### config.mk
export PLATFORM = sky130hd
export DESIGN_NAME = fb_arbiter
export DESIGN_NICKNAME = d
export VERILOG_FILES = /design/src/rtl/fb_pkg.sv /design/src/rtl/fb_wr_fifo.sv /design/src/rtl/fb_arbiter.sv
export SDC_FILE = /design/constraint.sdc
export NUM_CORES = 1
export LEC_CHECK = 0
export CORE_ASPECT_RATIO = 2
export CORE_MARGIN = 3
export CORE_UTILIZATION = 35
export DETAILED_ROUTE_END_ITERATION = 8
export GPL_ROUTABILITY_DRIVEN = 0
export GPL_TIMING_DRIVEN = 0
export PLACE_DENSITY = 0.55
export SYNTH_ARGS = -nofsm -noshare
export SYNTH_HDL_FRONTEND = slang
export SYNTH_SLANG_ARGS = --single-unit
export TNS_END_PERCENT = 100
### constraint.sdc
create_clock -name clk -period 5.55 [get_ports clk]
set_input_delay 1.11 -clock clk [delete_from_list [all_inputs] [get_ports clk]]
set_output_delay 1.11 -clock clk [all_outputs]
set_load 0.1 [all_outputs]
### src/rtl/fb_pkg.sv
// Shared frame-buffer definitions: geometry, arbitration slot encoding and
// the pixel-coordinate to linear-address mapping.
package fb_pkg;

    localparam int unsigned FB_W      = 640;
    localparam int unsigned FB_H      = 480;
    localparam int unsigned FB_PIXELS = 307200;

    typedef enum logic [1:0] {
        SLOT_IDLE = 2'd0,
        SLOT_SCAN = 2'd1,
        SLOT_RD   = 2'd2,
        SLOT_WR   = 2'd3
    } slot_e;

    // y*640 + x built from shifts, kept at the full 19-bit width
    function automatic logic [18:0] fb_xy2addr(input logic [9:0] x, input logic [9:0] y);
        logic [18:0] xx;
        logic [18:0] yy;
        xx = {9'd0, x};
        yy = {9'd0, y};
        return (yy << 9) + (yy << 7) + xx;
    endfunction

endpackage

### src/rtl/fb_wr_fifo.sv
// Posted-write FIFO for processor frame-buffer writes; entries are {addr, data}
// and leave in push order. DEPTH must be a power of two.
module fb_wr_fifo
    import fb_pkg::*;
#(
    parameter int unsigned DEPTH = 4,
    parameter int unsigned AW    = 19,
    parameter int unsigned DW    = 8
)(
    input  logic          clk,
    input  logic          clr,
    input  logic          push,
    input  logic          pop,
    input  logic [AW-1:0] push_addr,
    input  logic [DW-1:0] push_data,
    output logic [AW-1:0] head_addr,
    output logic [DW-1:0] head_data,
    output logic          full,
    output logic          empty
);

    localparam int unsigned PW = $clog2(DEPTH);
    localparam int unsigned CW = PW + 1;

    typedef struct packed {
        logic [AW-1:0] addr;
        logic [DW-1:0] data;
    } entry_t;

    entry_t        mem_q [DEPTH];
    entry_t        mem_d [DEPTH];
    logic [PW-1:0] wr_ptr_q, wr_ptr_d;
    logic [PW-1:0] rd_ptr_q, rd_ptr_d;
    logic [CW-1:0] count_q, count_d;

    // Next-state for storage, pointers and occupancy
    always_comb begin
        mem_d    = mem_q;
        wr_ptr_d = wr_ptr_q;
        rd_ptr_d = rd_ptr_q;
        count_d  = count_q;
        if (push) begin
            mem_d[wr_ptr_q] = '{addr: push_addr, data: push_data};
            wr_ptr_d        = wr_ptr_q + 1'b1;
        end else begin
            wr_ptr_d = wr_ptr_q;
        end
        if (pop) begin
            rd_ptr_d = rd_ptr_q + 1'b1;
        end else begin
            rd_ptr_d = rd_ptr_q;
        end
        case ({push, pop})
            2'b10:   count_d = count_q + 1'b1;
            2'b01:   count_d = count_q - 1'b1;
            default: count_d = count_q;
        endcase
    end

    // FIFO state registers
    always_ff @(posedge clk or posedge clr) begin
        if (clr) begin
            for (int unsigned i = 0; i < DEPTH; i++) begin
                mem_q[i] <= '0;
            end
            wr_ptr_q <= '0;
            rd_ptr_q <= '0;
            count_q  <= '0;
        end else begin
            mem_q    <= mem_d;
            wr_ptr_q <= wr_ptr_d;
            rd_ptr_q <= rd_ptr_d;
            count_q  <= count_d;
        end
    end

    assign head_addr = mem_q[rd_ptr_q].addr;
    assign head_data = mem_q[rd_ptr_q].data;
    assign full      = (count_q == CW'(DEPTH));
    assign empty     = (count_q == '0);

endmodule

### src/rtl/fb_arbiter.sv
// Single-port pixel RAM arbiter: scan-out owns every vgaClk-low cycle of active
// video, the processor (posted writes, blocking reads) gets every other cycle.
module fb_arbiter
    import fb_pkg::*;
#(
    parameter int unsigned DATA_W     = 8,
    parameter int unsigned ADDR_W     = 19,
    parameter int unsigned FIFO_DEPTH = 4
)(
    input  logic              clk,
    input  logic              clr,
    input  logic              vgaClk,
    input  logic              bgEn,
    input  logic [9:0]        x,
    input  logic [9:0]        y,
    input  logic              wr_valid,
    output logic              wr_ready,
    input  logic [ADDR_W-1:0] wr_addr,
    input  logic [DATA_W-1:0] wr_data,
    input  logic              rd_req,
    input  logic [ADDR_W-1:0] rd_addr,
    output logic              rd_ack,
    output logic [DATA_W-1:0] rd_data,
    output logic [DATA_W-1:0] pix_data,
    output logic [ADDR_W-1:0] mem_addr,
    output logic              mem_we,
    output logic [DATA_W-1:0] mem_wdata,
    input  logic [DATA_W-1:0] mem_rdata,
    output logic              addr_err
);

    logic              fifo_full, fifo_empty, push, pop;
    logic [ADDR_W-1:0] head_addr;
    logic [DATA_W-1:0] head_data;
    logic              wr_oor, rd_oor, rd_busy, rd_issue, rd_oor_issue, err_set, we;
    slot_e             slot;

    logic [ADDR_W-1:0] mem_addr_q, mem_addr_d;
    logic [DATA_W-1:0] mem_wdata_q, mem_wdata_d;
    logic              rd_p1_q, rd_p1_d;
    logic              rd_ack_q, rd_ack_d;
    logic              rd_oor_ack_q, rd_oor_ack_d;
    logic              rd_tail_q, rd_tail_d;
    logic [DATA_W-1:0] rd_data_q, rd_data_d;
    logic              pix_load_q, pix_load_d;
    logic              pix_blank_q, pix_blank_d;
    logic [DATA_W-1:0] pix_data_q, pix_data_d;
    logic              addr_err_q, addr_err_d;

    assign push     = wr_valid & ~fifo_full;
    assign wr_ready = ~fifo_full;
    assign wr_oor   = (32'(head_addr) >= FB_PIXELS);
    assign rd_oor   = (32'(rd_addr) >= FB_PIXELS);
    // An out-of-range ack has no data stage, so a tail cycle keeps the
    // same "new request no earlier than slot+3" spacing as a normal read.
    assign rd_busy  = rd_p1_q | rd_ack_q | rd_tail_q;

    fb_wr_fifo #(
        .DEPTH (FIFO_DEPTH),
        .AW    (ADDR_W),
        .DW    (DATA_W)
    ) u_wr_fifo (
        .clk       (clk),
        .clr       (clr),
        .push      (push),
        .pop       (pop),
        .push_addr (wr_addr),
        .push_data (wr_data),
        .head_addr (head_addr),
        .head_data (head_data),
        .full      (fifo_full),
        .empty     (fifo_empty)
    );

    // Slot owner, in strict priority order
    always_comb begin
        slot = SLOT_IDLE;
        if (bgEn && !vgaClk) begin
            slot = SLOT_SCAN;
        end else if (fifo_full && !fifo_empty) begin
            slot = SLOT_WR;
        end else if (rd_req && !rd_busy) begin
            slot = SLOT_RD;
        end else if (!fifo_empty) begin
            slot = SLOT_WR;
        end else begin
            slot = SLOT_IDLE;
        end
    end

    // RAM command for the owning slot; address and write data hold when unused
    always_comb begin
        mem_addr_d   = mem_addr_q;
        mem_wdata_d  = mem_wdata_q;
        we           = 1'b0;
        pop          = 1'b0;
        rd_issue     = 1'b0;
        rd_oor_issue = 1'b0;
        err_set      = 1'b0;
        case (slot)
            SLOT_SCAN: mem_addr_d = ADDR_W'(fb_xy2addr(x, y));
            SLOT_RD: begin
                if (rd_oor) begin
                    rd_oor_issue = 1'b1;
                    err_set      = 1'b1;
                end else begin
                    mem_addr_d = rd_addr;
                    rd_issue   = 1'b1;
                end
            end
            SLOT_WR: begin
                pop = 1'b1;
                if (wr_oor) begin
                    err_set = 1'b1;
                end else begin
                    mem_addr_d  = head_addr;
                    mem_wdata_d = head_data;
                    we          = 1'b1;
                end
            end
            default: mem_addr_d = mem_addr_q;
        endcase
    end

    // Read-return and scan-return pipelines plus the sticky error flag
    always_comb begin
        rd_p1_d      = rd_issue;
        rd_ack_d     = rd_p1_q | rd_oor_issue;
        rd_oor_ack_d = rd_oor_issue;
        rd_tail_d    = rd_ack_q & rd_oor_ack_q;
        if (rd_p1_q) begin
            rd_data_d = mem_rdata;
        end else if (rd_oor_issue) begin
            rd_data_d = '0;
        end else begin
            rd_data_d = rd_data_q;
        end
        pix_load_d  = ~vgaClk & bgEn;
        pix_blank_d = ~vgaClk & ~bgEn;
        if (pix_load_q) begin
            pix_data_d = mem_rdata;
        end else if (pix_blank_q) begin
            pix_data_d = '0;
        end else begin
            pix_data_d = pix_data_q;
        end
        addr_err_d = addr_err_q | err_set;
    end

    // State registers
    always_ff @(posedge clk or posedge clr) begin
        if (clr) begin
            mem_addr_q   <= '0;
            mem_wdata_q  <= '0;
            rd_p1_q      <= 1'b0;
            rd_ack_q     <= 1'b0;
            rd_oor_ack_q <= 1'b0;
            rd_tail_q    <= 1'b0;
            rd_data_q    <= '0;
            pix_load_q   <= 1'b0;
            pix_blank_q  <= 1'b0;
            pix_data_q   <= '0;
            addr_err_q   <= 1'b0;
        end else begin
            mem_addr_q   <= mem_addr_d;
            mem_wdata_q  <= mem_wdata_d;
            rd_p1_q      <= rd_p1_d;
            rd_ack_q     <= rd_ack_d;
            rd_oor_ack_q <= rd_oor_ack_d;
            rd_tail_q    <= rd_tail_d;
            rd_data_q    <= rd_data_d;
            pix_load_q   <= pix_load_d;
            pix_blank_q  <= pix_blank_d;
            pix_data_q   <= pix_data_d;
            addr_err_q   <= addr_err_d;
        end
    end

    assign mem_addr  = mem_addr_d;
    assign mem_wdata = mem_wdata_d;
    assign mem_we    = we;
    assign rd_ack    = rd_ack_q;
    assign rd_data   = rd_data_q;
    assign pix_data  = pix_data_q;
    assign addr_err  = addr_err_q;

endmodule

* Word level (Yosys, flattened, before mapping)
Index checks and enable logic that the tools add are counted.
Widths: inputs -> output; s select.
** Storage, ports and cells
- Register bits after elaboration :: 165
- Output and inout bits :: 47
** Operators by class
- $add $sub $neg :: 6
- Magnitude comparators :: 5
- Eq/ne operators :: 6
- Mux-type cells :: 29
- Bitwise gates (word level) :: 13
- Reduce and logical (&&, ||, !) cells :: 11
** Operator list (number)
- $bwmux 108 :: 1
- $mux 27 :: 3
- $pmux 19 s3 :: 1
- $bmux 27 s2 :: 1
- $demux 27 s2 :: 1
- $mux 8 :: 6
- $ge 19x19->1 const B :: 2
- $mux 19 :: 2
- $add 19x10->19 :: 1
- $add 19x17->19 :: 1
- $mux 1 :: 8
- $mux 2 :: 4
- $eq 2x2->1 const B :: 3
- $ge 3x3->1 const B :: 2
- $not 2->3 :: 2
- $pmux 3 s2 :: 1
- $reduce_bool 2->1 :: 3
- $add 2x1->2 const B :: 2
- $and 1x1->1 :: 4
- $eq 2x1->1 const B :: 2
- $logic_and 1x1->1 :: 4
- $or 1x1->1 :: 4
- $add 3x1->3 const B :: 1
- $eq 3x3->1 const B :: 1
- 6 further kinds :: 10

* Logic depth before layout (Yosys ltp)
Gate-level depths: netlist of the first run.
- Depth after elaboration :: 11
- Depth in mapped cells :: 12

* Hierarchy
From an unflattened synthesis of the first run, not the netlist that was laid out.
** Unflattened totals
- Cell total of the unflattened synthesis :: 567
- Area total of the unflattened synthesis :: 7977.7 µm²
** Modules (own cells, without submodules)
- fb_wr_fifo :: instances 1, cells an instance 295, area each 5162.5 µm²
- fb_arbiter :: instances 1, cells an instance 272, area each 2815.2 µm²

* Worst setup path before layout of the first run
OpenSTA, ideal clock, no wires.
- Kind :: in2out
- From :: input port y[0]
- To :: output port mem_addr[18]
- Arrival time :: 5203 ps
- Data required time :: 4440 ps
- Setup slack :: -763 ps
- Stages on the path :: 9
- Path buffers :: 0
- Cell sequence :: inv_1 > fa_1 > fa_1 > nor2b_1 > o2111ai_1 > a21oi_1 > o211ai_1 > and3_1 > o31ai_1
** On the way
- Word-level cells in the longest chain between the ends :: 3
** Ends and longest elaborated chain
- start, declared :: RTL line fb_arbiter.sv:15 : input logic [9:0] y,
- $add 19x17->19 :: RTL line fb_pkg.sv:22 : return (yy << 9) + (yy << 7) + xx;
- $add 19x10->19 :: RTL line fb_pkg.sv:22
- $pmux 19 s3 :: RTL line fb_arbiter.sv:100 : case (slot)
- end, declared :: RTL line fb_arbiter.sv:25 : output logic [ADDR_W-1:0] mem_addr,
No other way between the ends.

* Final worst setup path of the first run
- From :: input port y[0]
- To :: output port mem_addr[16]
The elaborated chain is that of the path after synthesis.

==> results of run 1 <==
[metal layers]
layer | up-vias | GRT usage | part of all wire
li1 | 2382 | - | -
met1 | 2667 | 0.171 | 0.35
met2 | 122 | 0.353 | 0.59
met3 | 29 | 0.0381 | 0.036
met4 | 0 | 0.0711 | 0.023
met5 | - | 0 | 0
[logic make-up (layout without fill, tap and decap cells)]
kind of cell / count (synthesis) / in the layout / share of synthesized area
buf+inv: 63 / 225 / 0.0379
xor+xnor: 13 / 13 / 0.0146
fa+ha+maj: 27 / 27 / 0.0463
other cells: 0 / 1 / 0
flops: 165 / 165 / 0.530
mux: 146 / 146 / 0.250
compound gates: 88 / 88 / 0.0787
simple gates: 71 / 71 / 0.0423
[placed cells by master, fill, tap and decap left out, drive strengths merged, types with 4 or more instances in the layout]
master / netlist / routed
dlymetal6s2s: 0 / 6
nand3: 4 / 4
inv: 37 / 38
o21ai: 40 / 40
dfrtp: 165 / 165
clkbuf: 6 / 30
a21o: 4 / 4
clkinvlp: 0 / 4
a222oi: 13 / 13
xor2: 5 / 5
nor2: 9 / 9
clkdlybuf4s50: 0 / 98
mux2: 117 / 117
xnor2: 8 / 8
clkdlybuf4s15: 0 / 11
ha: 24 / 24
clkinv: 0 / 5
mux4: 27 / 27
a21oi: 8 / 8
nand2b: 11 / 11
buf: 20 / 27
nand2: 37 / 37
[per-stage QoR]
step	hold WS (ps)	cells	cell area, um^2	setup TNS [ps]	worst slack [ps]
floorplan	434	573	7800	0	42.3
global placement	448	972	9400	-7870	-725
detailed placement	452	976	9480	-8420	-766
CTS	469	1008	10100	0	4.51
global route	483	1008	10100	-109	-98.3
finish	465	1009	10100	0	147
[timing repair]
item / 4_1_cts / 5_1_grt
pin swaps: 0 / 1
setup endpoints to repair: 22 / 21
resized for setup: 61 / 22
gates cloned: 0 / 0
[flip-flops by register name (all words and copies together), names as in the netlist, 2 cells and up]
register and count:
pix_data 8, mem_wdata_q 8, u_wr_fifo.mem_q 108, mem_addr_q 19, u_wr_fifo.wr_ptr_q 2, u_wr_fifo.rd_ptr_q 2, rd_data 8, u_wr_fifo.count_q 3
[worst max-delay path: stages]
cell             delay [ps]
clkdlybuf4s50_1         490
inv_1                    70
fa_1                    530
fa_1                    470
nor2b_1                 160
o2111ai_1               160
a21oi_1                 240
nor2_1                   90
xor2_1                  150
o221ai_1                220
clkdlybuf4s15_2         600
[layout make-up]
type                    count  area, um^2
clock inverters            13         155
clock buffers              19         443
plain buffers              26         156
flip-flops and latches    165        4130
diodes                      1        2.50
well taps                 273         342
repair buffers            130        1350
multi-input cells         345        3390
fillers                  1985       11600
inverters                  37         143
[path summary, 6_finish.rpt]
kind	end	cells past startpoint
setup / recovery	mem_addr[16]	11
hold / removal	rd_tail_q$_DFF_PP0_	1
setup reg to reg	mem_addr_q[11]$_DFF_PP0_	6
hold reg to reg	rd_tail_q$_DFF_PP0_	1
max in group asynchronous	u_wr_fifo.mem_q[12]$_DFFE_PP0P_	5
min in group asynchronous	pix_data[7]$_DFFE_PP0P_	2
==> run summary, run 1 <==
Counting the buffers created by CTS gives 17. After detailed routing, the average wire length per cell comes to 20.5 um. The tightest min-delay check is of the register to register type.

Pin placement for this block handled 127 I/O pins. The clock-pin transition on the worst setup and hold timing paths came out at 60 ps. The initial antenna violation count came to 0. The count of vias placed by the detailed router came out at 5200. The number of iterations in the first detailed-routing pass came out at 4.

Between clock sinks in the finished design, the worst skew comes to 8.79 ps. Setup repair after global routing could not meet its margin everywhere. In this run the register-to-register setup slack is 2760 ps. The final critical delay including setup and external delays came out at 5400 ps. Yosys instantiated no cell more often than dfrtp_1. The post-route fraction of the period consumed by the critical path came out at 0.973. The gate count of the mapped netlist came out at 573. The floorplan step set the die width to 111 um.

After detailed routing, the number of remaining DRC violations is 0. Averaged over all synthesized cells, the footprint is 13.6 um^2. The number of enable flip-flop cells after synthesis came out at 0. The headroom to the max-slew limit is 0.318. The biggest area contributor in the post-synthesis netlist is dfrtp_1. After floorplanning, the core was divided into 76 placement rows. The hold violation count in the final report is 0. Entering global routing, the biggest net connects 42 pins.

The fraction of final layout cells with drive strength greater than 1 is 0.306. The wire length after detailed routing is 20.6 mm. The flow ran to the end, and the final reports show no timing, DRC or antenna violations. The utilization of the core after routing came out at 0.466. The Yosys warning count came out at 0. In this run the most critical hold path is launched from rd_oor_ack_q$_DFF_PP0_.

For this run, asynchronously set or reset flops after synthesis account for 1.00. The netlist uses 50 different library cells. The per-cell via count in the routed design came out at 5.15. The endpoint arrival time on the critical path is 4290 ps. Ranked by instance count, the synthesized netlist is headed by 165 x dfrtp_1, 114 x mux2_2, 37 x nand2_1, 35 x inv_1, 27 x mux4_2. The number of hold buffers added after cts came out at 0. STA classifies the critical path endpoint as an output pin.

The via count of the first global-routing pass came out at 5958. The fmax is 0.185 GHz. Measured along the y axis, the die boundary spans 217 um.

The kind of launch point of the worst setup path is an input port. The final setup violation count came out at 0. The clock tree buffer depth came out at 2.

The final number of max-transition violations came out at 0. The critical register-to-register path startpoint is u_wr_fifo.rd_ptr_q[0]$_DFFE_PP0P_. In this run the worst path has a maximum fanout of 2. In this run, the number of DRC markers left after iteration 0 of detailed routing was 222.

The aggregate global-route resource usage came out at 0.177. The share of Yosys cell area claimed by the top area cell type came out at 0.530. The number of maximum-capacitance constraint violations is 0. The required time at the worst-slack endpoint is 4440 ps. The clock latency of the later-clocked register in the worst-skew pair is 430 ps. Buffers added to address setup during post-CTS repair amount to 0. The synthesis-to-finish area growth is 29.7%. CTS placed an instance of clkbuf_16 at the clock tree root. In the synthesized netlist the dominant register cell turns out to be dfrtp_1. The quantity of I/O buffers inserted on ports is 126. The synthesized flop and latch total is 165. TritonCTS built the clock tree. For this configuration, the core starts out at a cell density of 0.359.

The total nets after synthesis is 680. The type of the worst setup path is input port to output pin. Once detail routing completed, the nets flagged for antenna violations numbered 0. The cell area after synthesis is 7790 um^2. At the pin with the least slew margin, the transition time is 1020 ps. The full die area came out at 24200 um^2. The first-pass GRT wire length came out at 32.7 mm. After legalization and detailed placement, the total HPWL measured 16.0 mm. The post-synthesis sequential area ratio came out at 0.530. The launching element of the worst setup path is y[0]. CTS saw 165 sinks. The total core area came out at 21700 um^2. In the final design database the tool counted 829 nets.

Summed over all layers, the global routing overflow is 0. The H-tree generated during clock tree synthesis spans 4 levels. Ranked by total cell area, the synthesized netlist is headed by dfrtp_1 53%, mux2_2 16%, mux4_2 7.8%, ha_1 3.9%, nand2_1 1.8%.
Power of run 1 is left out: the tool's default activity adds up to more than one toggle a clock period on the data nets, which glitch-free logic cannot reach.
==> inputs of run 2 (changes only) <==
Settings changed: ABC_CLOCK_PERIOD_IN_PS set to 5550.
==> results of run 2 <==
Same layout as run 1: the final DEF is identical, and so are final timing and power.
Power of run 2 is left out for the same reason.
